**src/rtl/rs_latch_ctrl.sv**
```systemverilog
// Sequencer owning the S/R inputs of a cross-coupled RS latch: arbitrates set/clear
// requests, emits non-overlapping fixed-width pulses, then checks Q/Qn feedback.
module rs_latch_ctrl #(
  parameter int PULSE_W = 4,
  parameter int GAP_W   = 2,
  parameter int CNT_W   = 4
) (
  input  logic clk,
  input  logic rst,
  input  logic set_req,
  input  logic clr_req,
  input  logic fault_clr,
  input  logic Q,
  input  logic Qn,
  output logic S,
  output logic R,
  output logic busy,
  output logic ack,
  output logic mismatch,
  output logic exp_q,
  output logic fault
);

  typedef enum logic [2:0] {
    ST_INIT,
    ST_IDLE,
    ST_PULSE,
    ST_GAP,
    ST_CHECK
  } state_t;

  localparam logic [CNT_W-1:0] LP_PULSE_LD = CNT_W'(PULSE_W - 1);
  localparam logic [CNT_W-1:0] LP_GAP_LD   = CNT_W'(GAP_W - 1);

  state_t           r_state, w_nxt_state;
  logic [CNT_W-1:0] r_cnt, w_nxt_cnt;
  logic             r_exp_q, w_nxt_exp_q;
  logic             r_prio, w_nxt_prio;
  logic             r_init_op, w_nxt_init_op;
  logic             r_fault, w_nxt_fault;
  logic             r_s, r_r;
  logic             w_check_fail;
  logic             w_accept;

  assign w_check_fail = (Q != r_exp_q) || (Q == Qn);

  // State register; S/R are registered from the next state so they are glitch-free
  always_ff @(posedge clk or posedge rst) begin
    if (rst) begin
      r_state   <= ST_INIT;
      r_cnt     <= '0;
      r_exp_q   <= 1'b0;
      r_prio    <= 1'b0;
      r_init_op <= 1'b1;
      r_fault   <= 1'b0;
      r_s       <= 1'b0;
      r_r       <= 1'b0;
    end else begin
      r_state   <= w_nxt_state;
      r_cnt     <= w_nxt_cnt;
      r_exp_q   <= w_nxt_exp_q;
      r_prio    <= w_nxt_prio;
      r_init_op <= w_nxt_init_op;
      r_fault   <= w_nxt_fault;
      r_s       <= (w_nxt_state == ST_PULSE) &&  w_nxt_exp_q;
      r_r       <= (w_nxt_state == ST_PULSE) && !w_nxt_exp_q;
    end
  end

  always_comb begin
    w_nxt_state   = r_state;
    w_nxt_cnt     = r_cnt;
    w_nxt_exp_q   = r_exp_q;
    w_nxt_prio    = r_prio;
    w_nxt_init_op = r_init_op;
    w_accept      = 1'b0;

    // A failing check overrides a coincident fault_clr
    w_nxt_fault = r_fault;
    if (fault_clr)
      w_nxt_fault = 1'b0;
    if ((r_state == ST_CHECK) && w_check_fail)
      w_nxt_fault = 1'b1;

    case (r_state)
      ST_INIT: begin
        w_nxt_state   = ST_PULSE;
        w_nxt_cnt     = LP_PULSE_LD;
        w_nxt_exp_q   = 1'b0;
        w_nxt_init_op = 1'b1;
      end
      ST_IDLE: begin
        if (set_req && clr_req) begin
          w_accept    = 1'b1;
          w_nxt_exp_q = ~r_prio;
          w_nxt_prio  = ~r_prio;
        end else if (set_req) begin
          w_accept    = 1'b1;
          w_nxt_exp_q = 1'b1;
        end else if (clr_req) begin
          w_accept    = 1'b1;
          w_nxt_exp_q = 1'b0;
        end
        if (w_accept) begin
          w_nxt_state   = ST_PULSE;
          w_nxt_cnt     = LP_PULSE_LD;
          w_nxt_init_op = 1'b0;
        end
      end
      ST_PULSE: begin
        if (r_cnt == '0) begin
          w_nxt_state = ST_GAP;
          w_nxt_cnt   = LP_GAP_LD;
        end else begin
          w_nxt_cnt = r_cnt - 1'b1;
        end
      end
      ST_GAP: begin
        if (r_cnt == '0)
          w_nxt_state = ST_CHECK;
        else
          w_nxt_cnt = r_cnt - 1'b1;
      end
      ST_CHECK: begin
        w_nxt_state = ST_IDLE;
      end
      default: begin
        w_nxt_state = ST_INIT;
      end
    endcase
  end

  always_comb begin
    S        = r_s;
    R        = r_r;
    busy     = (r_state != ST_IDLE);
    ack      = (r_state == ST_CHECK) && !r_init_op;
    mismatch = (r_state == ST_CHECK) && !r_init_op && w_check_fail;
    exp_q    = r_exp_q;
    fault    = r_fault;
  end

endmodule

```
**config.mk**
```make
export PLATFORM = sky130hd
export DESIGN_NAME = rs_latch_ctrl
export DESIGN_NICKNAME = d
export VERILOG_FILES = /design/src/rtl/rs_latch_ctrl.sv
export SDC_FILE = /design/constraint.sdc
export NUM_CORES = 1
export LEC_CHECK = 0
export BUFFER_PORTS_ARGS = -buffer_cell sky130_fd_sc_hd__buf_2
export CAP_MARGIN = 20
export CORE_UTILIZATION = 51
export DETAILED_ROUTE_END_ITERATION = 7
export PLACE_DENSITY = 0.77
export SLEW_MARGIN = 5
export SYNTH_ARGS = -nofsm -noshare
export SYNTH_HDL_FRONTEND = slang
export SYNTH_SLANG_ARGS = --single-unit
```
**constraint.sdc**
```tcl
create_clock -name clk -period 2 [get_ports clk]
set_clock_uncertainty 0.05 [all_clocks]
set_input_delay 0.4 -clock clk [delete_from_list [all_inputs] [get_ports clk]]
set_output_delay 0.4 -clock clk [all_outputs]
set_load 0.05 [all_outputs]
```
After elaboration in Yosys (flattened, before gate mapping)
Cells that the tools add are included.
Storage, ports and cells
  flip-flop bits (word level): 13
  input bits: 7
  output and inout bits: 7
  logic and storage cells: 57
Operators by class
  add/sub/neg operators: 1
  equal/unequal tests: 10
  mux-type cells: 20
  bitwise logic cells: 1
  reductions and logical operators: 17
Operators with widths (number)
  one-hot mux 4 bit (4 select lines): 1
  one-hot mux 3 bit (5 select lines): 1
  two-way mux 4 bit: 3
  two-way mux 1 bit: 10
  == test 3 x 2 -> 1 bit (second input constant): 3
  two-way mux 3 bit: 3
  logical AND 1 bit: 6
  logical NOT 4 bit: 1
  inequality test 2 bit (second input constant): 2
  one-hot mux 1 bit (2 select lines): 2
  AND reduction 2 bit: 2
  nonzero test 2 bit: 2
  nonzero test 4 bit: 1
  subtractor 4 x 1 -> 4 bit (second input constant): 1
  == test 3 x 1 -> 1 bit (second input constant): 1
  == test 3 bit (second input constant): 1
  logical NOT 3 bit: 1
  inequality test 3 x 1 -> 1 bit (second input constant): 1
  AND reduction 3 bit: 1
  logical NOT 1 bit: 2
  == test 1 bit: 1
  logical OR 1 bit: 1
  inequality test 1 bit: 1
  inverter 1 bit: 1

Logic depth before layout (Yosys ltp)
  depth in word-level cells: 8
  mapped depth: 6
  mapped depth without buffers: 6

Worst setup path after synthesis
OpenSTA, ideal clock, no wires.
  path kind: register to output
  start: reg r_exp_q, in the netlist exp_q
  end: out mismatch
  arrival: 1.703 ns
  data required time: 1.550 ns
  setup slack: -0.153 ns
  stages on the path, launching flop included: 4
  buffers on the path: 0
  cells stage by stage: dfrtp_1 nor2_1 a211o_1 nor2_1
On the way
  word-level cells in the longest chain between the ends: 3
Ends and longest elaborated chain
  from (decl): RTL line 37  | logic r_exp_q, w_nxt_exp_q;
  from (signal assigned): RTL line 61  | r_exp_q <= w_nxt_exp_q;
  inequality test 1 bit: RTL line 45  | assign w_check_fail = (Q != r_exp_q) || (Q == Qn);
  logical OR 1 bit: RTL line 45
  logical AND 1 bit: RTL line 138  | mismatch = (r_state == ST_CHECK) && !r_init_op && w_check_fail;
  to (decl): RTL line 19  | output logic mismatch,
No other way between the ends.

Worst setup path in the final report
  start: reg r_state[1]
  end: out mismatch
On the way
  word-level cells in the longest chain between the ends: 3
Ends and longest elaborated chain
  from (decl): RTL line 35  | state_t r_state, w_nxt_state;
  from (signal assigned): RTL line 59  | r_state <= w_nxt_state;
  == test 3 bit: RTL line 138
  logical AND 1 bit (2 in a row): RTL line 138
No other way between the ends.

==> impl_metrics.csv <==
group,metric,value,unit
power,clock_power_share,0.130,
logic_synthesis,yosys.area_share.simple,0.2560,
power,netSwitchingFraction,0.4393,
clock_network,cts_buffers,3,
place,portBuffers,13,
sta,setup_viol,0,
setup_path,endpoint_kind,"primary output",
place,place_hpwl,922.6,µm
layout,register_area,327.8,µm²
die,die_h,38.50,µm
drt,drc_errors,0,
grt,grt_max_degree,15,
logic_synthesis,synth_compound_area_frac,0.1492,
layout,nets,103,
power,leakagePower,0.0004056,µW
layout,mostFrequentLayoutCells,"nor2_1 (13), buf_2 (12), dfrtp_1 (11), nand2_1 (8), o21ai_0 (6)",
power,internal_power,711.5,µW
clock_network,clock_path_buffers,2,
grt,grt_pass1_vias,505,
min_path,hold_class,"in2async",
drt,vias,559,
logic_synthesis,avgSynthCellArea,9.181,µm²
sta,period_needed,1924,ps
die,rows,12,
sta,setup-tns-final,0,ps
sta,worst_pin_slew,487.7,ps
die,io_pins,14,
power,pwr-share-seq,0.382,
place,place.gp.congestion,0.7928,
logic_synthesis,synth_top_family_by_area,"simple AND/OR/NAND/NOR gates",
clock_network,insertion_delay,280,ps
logic_synthesis,netlist_area,679.4,µm²
drt,drt_iter0_markers,22,
setup_path,required,1550,ps
drt,drt-vias-per-instance,5.224,
setup_path,arrival,1470,ps
logic_synthesis,seq_area_frac_synth,0.4807,
logic_synthesis,synthXorXnorAreaFrac,0.01289,
grt,grt_pass1_wl,2070,µm
die,die_w,38.50,µm
sta,maxSlewHeadroom,0.6745,
drt,antenna_left,0,
drt,wl,1304,µm
logic_synthesis,synth_cell_types,27,
setup_path,r2r_slack,280,ps
sta,max_clock_freq,519.9,MHz
layout,drive_above_1_share,0.2688,
power,ir_drop,1.003,mV
setup_path,critical_path_class,"reg2out",
outcome,status,"finished clean",
die,core_area,0.001171,mm²
clock_network,clockRootBuffer,"clkbuf_4",
layout,fill_cells,92,
layout,diodes,0,
sta,hold_viol_final,0,
flow_run,maxCapViolations,0,
layout,synthToLayoutAreaGrowth,20.07,%
setup_path,cp_max_fo,7,
logic_synthesis,synthAdderAreaFrac,0.03683,
clock_network,htreeDepth,1,
logic_synthesis,synth_fp_nets,83,
logic_synthesis,synth.area.mux_share,0.02947,
sta,whs,69.85,ps
clock_network,hold_buffers,0,
logic_synthesis,yosysWarningCount,0,
clock_network,numClockSinks,13,
drt,dr.pass1.iters,4,
logic_synthesis,syn_inst,74,
power,comb_power_share,0.489,
layout,multi_input_area,331.6,µm²
setup_path,startpoint_type,"flip-flop",
grt,grt_usage,0.2177,
layout,final_common_cell,"nor2_1",
die,fp.dieArea,0.001482,mm²
die,start_util,0.5801,
sta,drv_slew,0,
drt,wl_per_cell,12.19,µm
power,switchingPower,557.5,µW
grt,grt-ovfl-total,0,
sta,fin_crit_sh,0.9618,
layout,utilization,0.6966,
clock_network,cts_tree,"built",
grt,antenna_found_initial,0,
power,power.density,1556,mW/mm²
logic_synthesis,yosys_register_bits,13,
clock_network,clk_pin_slew,80,ps
-- final cells by class --
cell class | instances | area share
Multi-Input combinational cell | 55 | 0.4064
Sequential cell | 13 | 0.4018
Timing Repair Buffer | 16 | 0.1150
Clock buffer | 4 | 0.03221
Inverter | 5 | 0.02301
Tap cell | 14 | 0.02147
-- per-stage QoR --
step | setup slack [ps] | cells | power (µW) | cell area (µm²)
floorplan | 66.52 | 74 | 943.7 | 681.9
global placement | 290.5 | 101 | 1068 | 767.0
detailed placement | 273.6 | 101 | 1081 | 767.0
CTS | 11.13 | 105 | 1248 | 795.8
global route | -14.18 | 107 | 1368 | 815.8
finish | 76.42 | 107 | 1269 | 815.8
-- final timing paths --
check                      depth (start not counted)  startpoint    endpoint
setup / recovery                                   5  r_state[1]    mismatch
hold / removal                                     2         rst    r_cnt[2]
setup reg to reg                                   6    r_cnt[0]    r_cnt[3]
hold reg to reg                                    1      r_prio      r_prio
max in group asynchronous                          2         rst  r_state[1]
min in group clk                                   2   fault_clr       fault
-- worst max-delay path: stages, from the launching register on --
cell	delay, ps
dfrtp_2	450
nor2_1	120
nand2_1	90
a211o_1	270
nor2_2	100
buf_6	160
-- registers in the layout, indices dropped and copies added, names as in the netlist --
register and flops:
exp_q 1, S 1, r_cnt 4, r_state 3
fault 1, r_init_op 1, r_prio 1, R 1
-- power by group through the flow --
stage	sequential [µW]	clock (µW)	combinational, µW
after floorplan	563	0	381
after global placement	483	0	585
after detailed placement	486	0	596
after CTS	481	169	598
after global routing	497	183	689
final	484	165	620
-- synthesized netlist by cell type --
master / instances / area share
dfrtp_1: 12 / 0.44
o32a_1: 1 / 0.015
inv_1: 5 / 0.028
nor2_1: 14 / 0.077
a31oi_1: 2 / 0.018
nand4_1: 1 / 0.0092
a311oi_2: 1 / 0.022
o21ai_0: 6 / 0.044
xnor2_1: 1 / 0.013
nor3b_1: 2 / 0.022
nor3_1: 1 / 0.0074
nand3b_1: 1 / 0.011
a211o_1: 1 / 0.013
dfstp_2: 1 / 0.039
nand2_1: 8 / 0.044
nor2b_1: 1 / 0.0092
nor4b_1: 1 / 0.013
buf_2: 1 / 0.0074
and3_1: 1 / 0.0092
a21oi_1: 2 / 0.015
mux2i_1: 2 / 0.029
nand2b_1: 3 / 0.028
or3b_4: 1 / 0.017
ha_1: 2 / 0.037
o31ai_1: 1 / 0.011
or2_2: 1 / 0.0092
o21bai_1: 1 / 0.011
-- logic make-up after synthesis --
group,count (synthesis)
simple gates,35
compound gates,15
buf+inv,6
mux,2
fa+ha+maj,2
xor+xnor,1
flops,13
-- timing repair --
item	4_1_cts	5_1_grt
buffers inserted	0	2
gates resized for setup	1	2
endpoints found under the setup margin	1	1
gates cloned	0	0
-- layer usage --
metal / routed length, µm / vias to the layer above / part of all wire / track usage
li1: - / 291 / - / -
met1: 663 / 253 / 0.51 / 0.2868
met2: 583 / 13 / 0.45 / 0.3083
met3: 47 / 2 / 0.036 / 0.06977
met4: 10 / 0 / 0.0077 / 0.1293
met5: 0 / - / 0 / 0
Note: power is estimated with default switching activity, not from simulation.
